File: src/rtl/tage_stats_pkg.sv
// Shared definitions for the branch statistics reporter: default widths and the
// report record layout carried through the report FIFO.
package tage_stats_pkg;

    localparam int DEF_COUNT_WIDTH  = 22;
    localparam int DEF_WINDOW_SIZE  = 100000;
    localparam int DEF_INDEX_WIDTH  = 8;
    localparam int DEF_WINDOW_WIDTH = $clog2(DEF_WINDOW_SIZE + 1);
    localparam int DEF_FIFO_DEPTH   = 2;

    // Record layout at the default widths; the top level re-declares it at its own widths.
    typedef struct packed {
        logic [DEF_INDEX_WIDTH-1:0]  index;
        logic [DEF_WINDOW_WIDTH-1:0] hits;
        logic [DEF_COUNT_WIDTH-1:0]  total;
        logic [DEF_COUNT_WIDTH-1:0]  correct;
    } reportRecord_t;

endpackage

File: src/rtl/branch_stats_reporter_if.sv
// Report drain port: a valid/ready stream of window records from the reporter
// (master) to a host or logging consumer (slave).
interface branch_stats_reporter_if
    import tage_stats_pkg::*;
#(
    parameter int COUNT_WIDTH  = DEF_COUNT_WIDTH,
    parameter int WINDOW_WIDTH = DEF_WINDOW_WIDTH,
    parameter int INDEX_WIDTH  = DEF_INDEX_WIDTH
);

    logic                    ReportValid;
    logic                    ReportReady;
    logic [INDEX_WIDTH-1:0]  ReportIndex;
    logic [WINDOW_WIDTH-1:0] ReportWindowHits;
    logic [COUNT_WIDTH-1:0]  ReportTotalBranches;
    logic [COUNT_WIDTH-1:0]  ReportCorrectlyPredicted;

    modport master (
        output ReportValid,
        output ReportIndex,
        output ReportWindowHits,
        output ReportTotalBranches,
        output ReportCorrectlyPredicted,
        input  ReportReady
    );

    modport slave (
        input  ReportValid,
        input  ReportIndex,
        input  ReportWindowHits,
        input  ReportTotalBranches,
        input  ReportCorrectlyPredicted,
        output ReportReady
    );

endinterface

File: src/rtl/report_fifo.sv
// Small synchronous FIFO for report records. The head is read straight out of the
// storage registers, so a push into an empty FIFO is visible right after its edge.
module report_fifo
    import tage_stats_pkg::*;
#(
    parameter int  DEPTH = DEF_FIFO_DEPTH,
    parameter type T     = reportRecord_t
) (
    input  logic clk,
    input  logic rst,
    input  logic push,
    input  T     pushData,
    output logic full,
    output logic headValid,
    input  logic headReady,
    output T     headData
);

    localparam int PTR_W = $clog2(DEPTH);
    localparam int CNT_W = $clog2(DEPTH + 1);

    T               mem [DEPTH];
    logic [PTR_W-1:0] rdPtr;
    logic [PTR_W-1:0] wrPtr;
    logic [CNT_W-1:0] count;
    logic           popFire;
    logic           pushFire;

    assign full      = (count == CNT_W'(DEPTH));
    assign headValid = (count != '0);
    assign headData  = mem[rdPtr];

    // A pop on the same edge frees the slot, so a push into a full FIFO still lands.
    assign popFire  = headValid & headReady;
    assign pushFire = push & (~full | popFire);

    always_ff @(posedge clk) begin
        if (rst) begin
            rdPtr <= '0;
            wrPtr <= '0;
            count <= '0;
            for (int i = 0; i < DEPTH; i++) begin
                mem[i] <= '0;
            end
        end else begin
            if (pushFire) begin
                mem[wrPtr] <= pushData;
                wrPtr      <= wrPtr + PTR_W'(1);
            end
            if (popFire) begin
                rdPtr <= rdPtr + PTR_W'(1);
            end
            case ({pushFire, popFire})
                2'b10:   count <= count + CNT_W'(1);
                2'b01:   count <= count - CNT_W'(1);
                default: count <= count;
            endcase
        end
    end

endmodule

File: src/rtl/branch_stats_reporter.sv
// Cumulative and per-window branch prediction statistics; each closed window pushes a
// snapshot record into a report FIFO drained over a valid/ready port.
module branch_stats_reporter
    import tage_stats_pkg::*;
#(
    parameter int COUNT_WIDTH  = DEF_COUNT_WIDTH,
    parameter int WINDOW_SIZE  = DEF_WINDOW_SIZE,
    parameter int WINDOW_WIDTH = $clog2(WINDOW_SIZE + 1),
    parameter int INDEX_WIDTH  = DEF_INDEX_WIDTH,
    parameter int FIFO_DEPTH   = DEF_FIFO_DEPTH
) (
    input  logic                   Clk,
    input  logic                   Rst,
    input  logic                   BranchValid,
    input  logic                   PredictionCorrect,
    output logic [COUNT_WIDTH-1:0] TotalBranches,
    output logic [COUNT_WIDTH-1:0] CorrectlyPredicted,
    output logic                   Overflow,
    branch_stats_reporter_if.master reportBus
);

    typedef struct packed {
        logic [INDEX_WIDTH-1:0]  index;
        logic [WINDOW_WIDTH-1:0] hits;
        logic [COUNT_WIDTH-1:0]  total;
        logic [COUNT_WIDTH-1:0]  correct;
    } windowRecord_t;

    function automatic logic [COUNT_WIDTH-1:0] bumpCount(
        input logic [COUNT_WIDTH-1:0] value,
        input logic                   enable
    );
        return value + COUNT_WIDTH'(enable);
    endfunction

    function automatic logic [WINDOW_WIDTH-1:0] bumpWindow(
        input logic [WINDOW_WIDTH-1:0] value,
        input logic                    enable
    );
        return value + WINDOW_WIDTH'(enable);
    endfunction

    logic [WINDOW_WIDTH-1:0] windowCount;
    logic [WINDOW_WIDTH-1:0] windowHits;
    logic [INDEX_WIDTH-1:0]  windowIndex;

    logic                    hit;
    logic                    windowClose;
    logic [COUNT_WIDTH-1:0]  totalNext;
    logic [COUNT_WIDTH-1:0]  correctNext;
    logic [WINDOW_WIDTH-1:0] hitsNext;
    windowRecord_t           closeRecord;
    windowRecord_t           headRecord;
    logic                    fifoFull;
    logic                    headValid;
    logic                    popFire;
    logic                    dropRecord;

    assign hit         = BranchValid & PredictionCorrect;
    assign totalNext   = bumpCount(TotalBranches, BranchValid);
    assign correctNext = bumpCount(CorrectlyPredicted, hit);
    assign hitsNext    = bumpWindow(windowHits, hit);

    // The branch that fills the last slot closes the window; the record carries post-increment values.
    assign windowClose = BranchValid && (windowCount == WINDOW_WIDTH'(WINDOW_SIZE - 1));

    always_comb begin
        closeRecord         = '0;
        closeRecord.index   = windowIndex;
        closeRecord.hits    = hitsNext;
        closeRecord.total   = totalNext;
        closeRecord.correct = correctNext;
    end

    assign popFire    = headValid & reportBus.ReportReady;
    assign dropRecord = windowClose & fifoFull & ~popFire;

    always_ff @(posedge Clk) begin
        if (Rst) begin
            TotalBranches      <= '0;
            CorrectlyPredicted <= '0;
            windowCount        <= '0;
            windowHits         <= '0;
            windowIndex        <= '0;
            Overflow           <= 1'b0;
        end else begin
            TotalBranches      <= totalNext;
            CorrectlyPredicted <= correctNext;
            if (windowClose) begin
                windowCount <= '0;
                windowHits  <= '0;
                // Index advances even for a dropped record so the consumer can see the gap.
                windowIndex <= windowIndex + INDEX_WIDTH'(1);
            end else begin
                windowCount <= bumpWindow(windowCount, BranchValid);
                windowHits  <= hitsNext;
            end
            if (dropRecord) begin
                Overflow <= 1'b1;
            end
        end
    end

    report_fifo #(
        .DEPTH (FIFO_DEPTH),
        .T     (windowRecord_t)
    ) u_reportFifo (
        .clk       (Clk),
        .rst       (Rst),
        .push      (windowClose),
        .pushData  (closeRecord),
        .full      (fifoFull),
        .headValid (headValid),
        .headReady (reportBus.ReportReady),
        .headData  (headRecord)
    );

    assign reportBus.ReportValid              = headValid;
    assign reportBus.ReportIndex              = headRecord.index;
    assign reportBus.ReportWindowHits         = headRecord.hits;
    assign reportBus.ReportTotalBranches      = headRecord.total;
    assign reportBus.ReportCorrectlyPredicted = headRecord.correct;

endmodule
File: src/flat_wrapper.sv
// flat-port wrapper written by rule: the top's interface ports become plain ports
module branch_stats_reporter_flat import tage_stats_pkg::*;
#(
    parameter int COUNT_WIDTH  = DEF_COUNT_WIDTH,
    parameter int WINDOW_SIZE  = DEF_WINDOW_SIZE,
    parameter int WINDOW_WIDTH = $clog2(WINDOW_SIZE + 1),
    parameter int INDEX_WIDTH  = DEF_INDEX_WIDTH,
    parameter int FIFO_DEPTH   = DEF_FIFO_DEPTH
)
  (Clk, Rst, BranchValid, PredictionCorrect, TotalBranches, CorrectlyPredicted, Overflow, reportBus_ReportValid, reportBus_ReportIndex, reportBus_ReportWindowHits, reportBus_ReportTotalBranches, reportBus_ReportCorrectlyPredicted, reportBus_ReportReady);
  branch_stats_reporter_if #(.COUNT_WIDTH(COUNT_WIDTH), .WINDOW_WIDTH(WINDOW_WIDTH), .INDEX_WIDTH(INDEX_WIDTH)) reportBus_i ();
  input  logic Clk;
  input  logic Rst;
  input  logic BranchValid;
  input  logic PredictionCorrect;
  output logic [COUNT_WIDTH-1:0] TotalBranches;
  output logic [COUNT_WIDTH-1:0] CorrectlyPredicted;
  output logic Overflow;
  output wire logic [$bits(reportBus_i.ReportValid)-1:0] reportBus_ReportValid;
  output wire logic [$bits(reportBus_i.ReportIndex)-1:0] reportBus_ReportIndex;
  output wire logic [$bits(reportBus_i.ReportWindowHits)-1:0] reportBus_ReportWindowHits;
  output wire logic [$bits(reportBus_i.ReportTotalBranches)-1:0] reportBus_ReportTotalBranches;
  output wire logic [$bits(reportBus_i.ReportCorrectlyPredicted)-1:0] reportBus_ReportCorrectlyPredicted;
  input wire logic [$bits(reportBus_i.ReportReady)-1:0] reportBus_ReportReady;
  assign reportBus_ReportValid = reportBus_i.ReportValid;
  assign reportBus_ReportIndex = reportBus_i.ReportIndex;
  assign reportBus_ReportWindowHits = reportBus_i.ReportWindowHits;
  assign reportBus_ReportTotalBranches = reportBus_i.ReportTotalBranches;
  assign reportBus_ReportCorrectlyPredicted = reportBus_i.ReportCorrectlyPredicted;
  assign reportBus_i.ReportReady = reportBus_ReportReady;
  branch_stats_reporter #(.COUNT_WIDTH(COUNT_WIDTH), .WINDOW_SIZE(WINDOW_SIZE), .WINDOW_WIDTH(WINDOW_WIDTH), .INDEX_WIDTH(INDEX_WIDTH), .FIFO_DEPTH(FIFO_DEPTH)) u_core (.Clk(Clk), .Rst(Rst), .BranchValid(BranchValid), .PredictionCorrect(PredictionCorrect), .TotalBranches(TotalBranches), .CorrectlyPredicted(CorrectlyPredicted), .Overflow(Overflow), .reportBus(reportBus_i));
endmodule
File: config.mk
export PLATFORM = sky130hd
export DESIGN_NAME = branch_stats_reporter_flat
export DESIGN_NICKNAME = d
export VERILOG_FILES = /design/src/rtl/tage_stats_pkg.sv /design/src/rtl/branch_stats_reporter_if.sv /design/src/rtl/report_fifo.sv /design/src/rtl/branch_stats_reporter.sv /design/src/flat_wrapper.sv
export SDC_FILE = /design/constraint.sdc
export NUM_CORES = 1
export LEC_CHECK = 0
export CORE_MARGIN = 3
export CORE_UTILIZATION = 35
export DETAILED_ROUTE_END_ITERATION = 6
export GPL_ROUTABILITY_DRIVEN = 0
export PLACE_DENSITY = 0.59
export REMOVE_ABC_BUFFERS = 1
export SLEW_MARGIN = 20
export SYNTH_ARGS = -nofsm -noshare
export SYNTH_HDL_FRONTEND = slang
export SYNTH_HIERARCHICAL = 1
export SYNTH_SLANG_ARGS = --single-unit
File: constraint.sdc
create_clock -name Clk -period 12.85 [get_ports Clk]
set_input_delay 1.9275 -clock Clk [delete_from_list [all_inputs] [get_ports Clk]]
set_output_delay 1.9275 -clock Clk [all_outputs]
set_load 0.005 [all_outputs]
* Word level (Yosys, flattened, before mapping)
Memory sizes are Yosys's and may differ from the RTL's. A register that Yosys moved wholly into a read port is not among the register bits. Index checks and enable logic that the tools add are counted.
Storage, ports and cells: flip-flop bits (word level) 91, RAM bits 138, input bits 5, output and inout port bits 115, logic and storage cells 47, memories 1
Cells by class: add/subtract/negate cells 9, equality and inequality tests 4, mux-type cells 11, bitwise logic cells 8, reduce and logical (&&, ||, !) cells 5
Memory list:
- u_core.u_reportFifo.mem | depth 2, width 69, rd ports 1, clocked after memory_dff 1, wr ports 2, RTL line report_fifo.sv:22 | T mem [DEPTH];
Operators by type and width (count):
- 69-bit two-way mux | 1
- 69-bit OR reduction | 1
- 22-bit by 1-bit adder with 22-bit output | 2
- 17-bit by 1-bit adder with 17-bit output | 2
- 17-bit == test (second input constant) | 1
- 1-bit two-way mux | 9
- 8-bit by 1-bit adder with 8-bit output (second input constant) | 1
- 1-bit bitwise AND | 5
- 2-bit == test (second input constant) | 2
- 2-bit case mux with 2 select lines | 1
- 2-bit nonzero test | 2
- 1-bit adder (second input constant) | 2
- 2-bit by 1-bit adder with 2-bit output (second input constant) | 1
- 2-bit by 1-bit == test with 1-bit output (second input constant) | 1
- 1-bit inverter | 2
- 2-bit OR reduction | 1
- 2-bit by 1-bit subtractor with 2-bit output (second input constant) | 1
- 1-bit logical AND | 1
- 1-bit bitwise OR | 1

* Depth between registers and ports, before layout
Gate-level depths: netlist (run 1).
depth after elaboration 9, mapped depth 10, gate-level depth less buffers 8

* Cells and area by module
The synthesis (run 1) kept the hierarchy.
Modules (own cells, without submodules):
- report_fifo | instances 1, cells an instance 394, area an instance 6183.4 sq um, seq. area each 4244.1 sq um
- branch_stats_reporter | instances 1, cells an instance 466, area an instance 4108.9 sq um, seq. area each 1741.7 sq um

* Worst setup path after synthesis (run 1)
Ideal clock, no wire load.
path kind input to register, from input BranchValid, to memory u_core/u_reportFifo/mem[0][0] in the netlist's numbering (enable), library setup time 0.510 ns, arrival 6.017 ns, required time 12.340 ns, slack 6.322 ns, stages 6, buffers on the path 1, cells stage by stage nand4b_1 > or3_4 > buf_6 > nor2_1 > nand2b_1 > o21bai_1
RTL lines:
- from (decl) | RTL line flat_wrapper.sv:14 | input logic BranchValid;
- to (decl) | RTL line report_fifo.sv:22

==> results of run 1 <==
power by group through the flow:
stage | sequential (mW) | clock (mW) | combinational (mW)
finish | 0.810 | 0.699 | 0.0655
global route | 0.813 | 0.750 | 0.0719
CTS | 0.811 | 0.721 | 0.0672
detailed placement | 0.827 | 0 | 0.0668
global placement | 0.825 | 0 | 0.0670
floorplan | 0.825 | 0 | 0.0252
cell type report:
cell class | count | area (um2) | share of cell area
timing repair buffer | 124 | 1240 | 0.0976
sequential | 230 | 5990 | 0.473
clock buffer | 39 | 781 | 0.0616
multi-input combinational | 576 | 4070 | 0.321
inverter | 17 | 63.8 | 0.00504
clock inverter | 9 | 47.5 | 0.00375
tap | 384 | 480 | 0.0379
stage by stage:
stage | instance area, um2 | power, mW | setup slack [ps]
detailed placement | 11800 | 0.893 | 7260
finish | 12700 | 1.57 | 7950
CTS | 12700 | 1.60 | 7810
floorplan | 10100 | 0.851 | 6400
global route | 12700 | 1.63 | 7700
global placement | 11800 | 0.892 | 7340
routing by layer:
layer	GRT usage	routed length, um	share of wire
met4	0.0262	315	0.014
met3	0.0259	1080	0.049
met2	0.232	10400	0.47
met5	0	0	0
met1	0.186	10300	0.47
sequential cells by signal, indices dropped and copies added (netlist names), named ones only:
register	count
u_core/windowIndex	8
u_core/u_reportFifo/rdPtr	1
u_core/Overflow	1
u_core/u_reportFifo/count	2
u_core/TotalBranches	22
u_core/windowCount	17
u_core/CorrectlyPredicted	22
u_core/windowHits	17
u_core/u_reportFifo/mem	138
u_core/u_reportFifo/wrPtr	1
cells in the final DEF, fill, tap and decap left out, drive strengths merged, types with 2 or more instances in the layout:
cell and count:
nor4 18, buf 6, o21ai 8, a21oi 15
dfxtp 92, clkdlybuf4s50 118, nor2b 55, nor2 44
inv 17, edfxtp 138, clkinv 8, xor2 34
or2 4, o21bai 2, or4 10, and2 139
nand3 32, nand2 26, o31ai 6, clkbuf 39
nand4 18, mux2 78, or3 9, nor3 15
and4 2, ha 10, and3 7, xnor2 31
how the worst min path moves through the flow:
stage | startpoint | to | slack, ps
detailed placement | u_core/Overflow$_SDFFE_PP0P_ | u_core/Overflow$_SDFFE_PP0P_ | 480
floorplan | u_core/windowCount[16]$_SDFF_PP0_ | u_core/windowCount[16]$_SDFF_PP0_ | 450
finish | u_core/Overflow$_SDFFE_PP0P_ | u_core/Overflow$_SDFFE_PP0P_ | 480
global placement | u_core/windowCount[16]$_SDFF_PP0_ | u_core/windowCount[16]$_SDFF_PP0_ | 470
global route | u_core/windowCount[16]$_SDFF_PP0_ | u_core/windowCount[16]$_SDFF_PP0_ | 510
CTS | u_core/windowCount[16]$_SDFF_PP0_ | u_core/windowCount[16]$_SDFF_PP0_ | 490
worst max-delay path, delay by kind of cell:
family / cells / cell delay [ps]
buffers and inverters: 2 / 860
and+or+nand+nor: 5 / 2260
logic make-up (layout without fill, tap and decap cells):
family,Yosys count,after routing,synth area share
AND/OR/NAND/NOR,386,386,0.220
flip-flops,230,230,0.582
multiplexers,79,79,0.0863
XOR/XNOR,65,65,0.0553
buffers and inverters,54,189,0.0239
AO/OA/AOI/OAI,36,36,0.0212
adder cells (fa/ha/maj),10,10,0.0122
==> results.md, run 1 <==
| Parameter | This run |
|---|---|
| Slew at the pin closest to its max-slew limit | 1040 ps |
| Worst hold-check slack | 484 ps |
| Switching share of total power | 0.203 |
| Largest voltage drop on the vdd net | 57.5 uV |
| Initial antenna violation count | 0 |
| Remaining global-route overflow | 0 |
| Maximum number of pins on one net before global-route repair | 74 |
| CP Class | in2reg |
| R2R cell count | 6 |
| Inserted Diodes | 0 |
| Share of cells above drive strength 1 | 0.141 |
| Setup Total Neg Slack | 0 ps |
| WL final | 22,100 um |
| Max Fclk | 204 MHz |
| Cell total after placement | 1,330 |
| Ordered cell list for the critical path | clkdlybuf4s50_1 -> nand4b_1 -> or3_4 -> nor2_1 -> and4bb_4 -> or2_4 -> buf_12 |
| H-tree depth | 1 |
| Post-synth design cell area | 10,300 um2 |
| Placed wire-length estimate | 13,700 um |
| Initial Util | 0.357 |
| Syn_area_per_cell | 12.0 um2 |
| Critical path data arrival time | 5100 ps |
| Number of storage elements in the synthesis netlist | 230 |
| Total Die Area | 31,500 um2 |
| Number of placement rows | 62 |
| Top-level I/O count | 120 |
| Max_cap viols | 0 |
| Horizontal die dimension | 177 um |
| Type of the tightest min-delay check | reg2reg |
| Critical path capture point | u_core/u_reportFifo/mem[1][54]$_SDFFCE_PN0P_ |
| Critical path's largest stage delay | 830 ps |
| Post-synthesis cell type count | 46 |
| Setup crit start | BranchValid |
| Later-pin clock latency in the skew report | 520 ps |
| Power spent charging and discharging nets | 319 uW |
| Global-route wire length before repair | 34,600 um |
| Number of nets with antenna violations after detailed routing | 0 |
| Inserted Clock Buffers | 26 |
| TritonCTS clock tree | built |
| Root cell of the clock tree | sky130_fd_sc_hd__clkbuf_16 |
| Relative contribution of the clock network to total power | 0.444 |
| Top cells by area in the synthesized netlist | sky130_fd_sc_hd__edfxtp_1, sky130_fd_sc_hd__dfxtp_1, sky130_fd_sc_hd__mux2_2 |
| Relative slew slack | 0.305 |
| Run status | finished, final reports clean |
| Synthesized netlist cell count | 860 |
| Non-Filler Instances | 1,379 |
| Cell types with the highest counts after synthesis | sky130_fd_sc_hd__and2_1, sky130_fd_sc_hd__edfxtp_1, sky130_fd_sc_hd__dfxtp_1 |
| Height of the die | 177 um |
| Reg-to-reg startpoint | u_core/windowCount[6]$_SDFF_PP0_ |
| Number of setup violations in the final report | 0 |
| Total global routing track utilization | 0.138 |
| Async set or reset register ratio after synthesis | 0 |
| Count of input and output buffers | 119 |
| Drt via density | 4.74 |
| # nets final | 990 |
| Count of yosys warnings during synthesis | 6 |
| Number of iterations in the first detailed-routing pass | 4 |
| Unrepaired setup endpoints after global routing | no |
| Violation count after the first detailed-routing iteration | 293 |
| Post-route DRC | 0 |
| Portion of total power attributed to combinational logic | 0.042 |
| Dominant cell by count in the synthesized netlist | sky130_fd_sc_hd__and2_1 |
| Core Box Area | 28,900 um2 |
| Area growth from synthesis to layout | 23.1% |
| Number of slew-limit violations in the final report | 0 |
| Number of enable flip-flop cells after synthesis | 138 |
| Clock sink count | 230 |
| Share of the synthesized area in the top cell type | 0.403 |
| Fraction of the yosys area taken by sequential cells | 0.582 |
| Routed WL per cell | 16.0 um |
| Hold-fix buffers, CTS | 0 |
| Leading register cell type out of synthesis | sky130_fd_sc_hd__edfxtp_1 |
| R2r endpoint | u_core/u_reportFifo/mem[1][54]$_SDFFCE_PN0P_ |
| Final Util | 0.439 |
| Cell internal power dissipation | 1.26 mW |
| Clk_skew | 21.1 ps |
| Vias in the first global route | 6,446 |
| Nature of the critical path endpoint | register |
| Crit path max fanout | 70 |
| Worst hold path cell count | 2 |
| Static leakage | 4.49 nW |
| Shortest period the worst path allows | 4900 ps |
| Post CTS Setup Buffer Count | 0 |
| Maximum root-to-sink buffer count | 3 |
| Number of filler cells placed in the layout | 2,745 |
| Critical path data required time | 13,050 ps |
| Clk pin slew, worst setup/hold paths | 60 ps |
| Worst setup slack for register-to-register paths | 9120 ps |
| Seq pwr share | 0.515 |
| Cell at the slowest stage of the critical path | sky130_fd_sc_hd__and4bb_4 |
| Count of endpoints failing hold in the final timing report | 0 |
| Setup crit start kind | input pin |
| Via count | 6,530 |
| Crit share post-route | 0.381 |
| # resized after CTS | 0 |
| Cell Pwr Density | 124 nW/um2 |
| Yosys top cell by area | sky130_fd_sc_hd__edfxtp_1 |
Power figures use the tool's default switching activity.
==> inputs of run 2 (changes only) <==
==> constraint.sdc (replaced) <==
create_clock -name Clk -period 4.6 [get_ports Clk]
set_input_delay 0.69 -clock Clk [delete_from_list [all_inputs] [get_ports Clk]]
set_output_delay 0.69 -clock Clk [all_outputs]
set_load 0.005 [all_outputs]
==> run 2 against run 1 <==
Highest routed layer unchanged. First-iteration DRC count grew 0.34%. Via count up 1.0%. Clock skew fell by 8.9 ps. Worst setup slack got worse by 6500 ps. Non-clock buffer count grew 3. Combinational power grew to 2.8 times the previous value. Sequential share of layout area fell by 0.67 points. Sequential power grew to 2.8 times the previous value.
==> results.md, run 2 (synthesized netlist as in run 1, its figures left out) <==
| Parameter | This run | vs previous |
|---|---|---|
| Run status | finished, final reports clean |  |
| Crit path max fanout | 69 | -1.4% |
| CP Depth | 2 | -5 |
| WL final | 22,100 um | +0.18% |
| H-tree depth | 1 | unchanged |
| Largest voltage drop on the vdd net | 293 uV | +410% |
| Static leakage | 4.57 nW | +1.9% |
| Share of cells above drive strength 1 | 0.144 | +0.00359 |
| Critical path data required time | 3910 ps | -9140 ps |
| Routed WL per cell | 16.0 um | about the same |
| Inserted Clock Buffers | 26 | unchanged |
| Non-Filler Instances | 1,382 | +0.22% |
| TritonCTS clock tree | built |  |
| R2R cell count | 6 | unchanged |
| Slew at the pin closest to its max-slew limit | 1040 ps | -5.60 ps |
| Number of nets with antenna violations after detailed routing | 0 | unchanged |
| Relative slew slack | 0.308 | +0.00374 |
| Height of the die | 177 um | unchanged |
| Max_cap viols | 0 | unchanged |
| Setup Total Neg Slack | 0 ps | unchanged |
| Clk pin slew, worst setup/hold paths | 60 ps | about the same |
| Core Box Area | 28,900 um2 | unchanged |
| CP Buf/Inv Count | 1 | -1 |
| Count of endpoints failing hold in the final timing report | 0 | unchanged |
| Number of setup violations in the final report | 0 | unchanged |
| Maximum root-to-sink buffer count | 3 | unchanged |
| Type of the tightest min-delay check | reg2reg |  |
| Post-route DRC | 0 | unchanged |
| Maximum number of pins on one net before global-route repair | 71 | -4.1% |
| Max Fclk | 314 MHz |  |
| Drt via density | 4.77 | +0.82% |
| Final Util | 0.445 | +0.00629 |
| Top-level I/O count | 120 | unchanged |
| Number of placement rows | 62 | unchanged |
| Hold-fix buffers, CTS | 0 | unchanged |
| DP Worst Slack | 1020 ps | -6240 ps |
| # resized after CTS | 0 | unchanged |
| Crit path max-delay family | flip-flops |  |
| Violation count after the first detailed-routing iteration | 294 | +0.34% |
| Vias in the first global route | 6,641 | +3.0% |
| Cell Pwr Density | 371 nW/um2 | +200% |
| Initial Util | 0.357 | unchanged |
| Post CTS Setup Buffer Count | 0 | unchanged |
| Critical path data arrival time | 2490 ps | -2610 ps |
| # nets final | 993 | +0.30% |
| Placed wire-length estimate | 13,900 um | +1.4% |
| Count of input and output buffers | 119 | unchanged |
| Remaining global-route overflow | 0 | unchanged |
| Cell total after placement | 1,334 | +0.30% |
| Layer carrying the most global-route usage | met2 |  |
| Commonest non-fill, non-tap cell in the layout | sky130_fd_sc_hd__and2_1 |  |
| Ordered cell list for the critical path | mux2_2 -> clkdlybuf4s50_1 |  |
| Later-pin clock latency in the skew report | 520 ps | about the same |
| Total Power | 4.77 mW | +200% |
| Crit share post-route | 0.692 |  |
| GR met3 Demand/Resource | 0.0276 | +0.00171 |
| Via count | 6,598 | +1.0% |
| Max reg flops | 138 | unchanged |
| Clock sink count | 230 | unchanged |
| Min setup slack post-route | 1420 ps | -6530 ps |
| Biggest register | u_core/u_reportFifo/mem |  |
| Biggest registers after layout | u_core/u_reportFifo/mem (138), u_core/CorrectlyPredicted (22), u_core/TotalBranches (22) |  |
| Shortest period the worst path allows | 3180 ps |  |
| Final cell area excluding filler cells | 12,900 um2 | +1.4% |
| Worst hold-check slack | 485 ps | +1.07 ps |
| Number of iterations in the first detailed-routing pass | 4 | unchanged |
| CP Class | reg2out |  |
| Worst hold path cell count | 2 | unchanged |
| Unrepaired setup endpoints after global routing | no |  |
| Number of filler cells placed in the layout | 2,717 | -1.0% |
| Met2 layer usage reported by global route | 0.236 | +0.00319 |
| Nature of the critical path endpoint | output port |  |
| Inserted Diodes | 0 | unchanged |
| Number of slew-limit violations in the final report | 0 | unchanged |
| Horizontal die dimension | 177 um | unchanged |
| Global-route wire length before repair | 35,700 um | +3.3% |
| Root cell of the clock tree | sky130_fd_sc_hd__clkbuf_16 |  |
| Clk_skew | 12.2 ps | -8.86 ps |
| Cell at the slowest stage of the critical path | sky130_fd_sc_hd__dfxtp_4 |  |
| Routing usage on met1 | 0.188 | +0.00122 |
| Total Die Area | 31,500 um2 | unchanged |
| Total placed instance area | 11,900 um2 | +0.36% |
| Area growth from synthesis to layout | 24.9% |  |
| Setup crit start kind | register |  |
| Critical path's largest stage delay | 1000 ps | +170 ps |
| Most frequent cells in the layout | sky130_fd_sc_hd__and2_1, sky130_fd_sc_hd__edfxtp_1, sky130_fd_sc_hd__clkdlybuf4s50_1 |  |
| Initial antenna violation count | 0 | unchanged |
| Total global routing track utilization | 0.140 | +0.00250 |
## run 2: cell types whose count changed in the layout (fill, tap and decap cells not counted)
cell,delta
sky130_fd_sc_hd__bufinv_16,+7
sky130_fd_sc_hd__buf_4,+3
sky130_fd_sc_hd__clkbuf_8,-2
sky130_fd_sc_hd__clkinv_2,-4
sky130_fd_sc_hd__clkbuf_1,-1
## run 2: where the power goes
group / leakage [nW] / internal [mW] / switching, mW
clock: 0.482 / 1.53 / 0.802
combinational: 2.04 / 0.0956 / 0.0870
sequential: 2.05 / 2.24 / 0.0183
## run 2: worst reg2reg max path, cell delays in order (launching register included)
cell	delay, ps
sky130_fd_sc_hd__dfxtp_1	340
sky130_fd_sc_hd__or4_4	570
sky130_fd_sc_hd__or3_4	480
sky130_fd_sc_hd__nor2_1	220
sky130_fd_sc_hd__and4bb_4	260
sky130_fd_sc_hd__or2_4	420
sky130_fd_sc_hd__buf_12	330
## run 2: layout make-up
| cell class | instances | area [um2] | share of cell area |
|---|---|---|---|
| Clock buffer | 36 | 749 | 0.0583 |
| Multi-Input combinational cell | 576 | 4070 | 0.317 |
| Timing Repair Buffer | 127 | 1260 | 0.0979 |
| Clock inverter | 12 | 238 | 0.0185 |
| Inverter | 17 | 63.8 | 0.00496 |
| Tap cell | 384 | 480 | 0.0374 |
| Sequential cell | 230 | 5990 | 0.466 |
## run 2: routing by layer
layer | routed length, um | vias to the layer above | share of wire
met5 | 0 | - | 0
met1 | 10200 | 3173 | 0.46
met3 | 1020 | 32 | 0.046
met4 | 497 | 0 | 0.022
met2 | 10400 | 143 | 0.47
li1 | - | 3250 | -
## run 2: path summary, 6_finish.rpt
| check | from | endpoint | slack, ps |
|---|---|---|---|
| hold reg to reg | u_core/windowCount[16]$_SDFF_PP0_ | u_core/windowCount[16]$_SDFF_PP0_ | 490 |
| hold / removal | u_core/windowCount[16]$_SDFF_PP0_ | u_core/windowCount[16]$_SDFF_PP0_ | 490 |
| setup / recovery | register | reportBus_ReportCorrectlyPredicted[1] | 1420 |
| setup reg to reg | u_core/windowCount[6]$_SDFF_PP0_ | u_core/u_reportFifo/mem[1][43]$_SDFFCE_PN0P_ | 1660 |
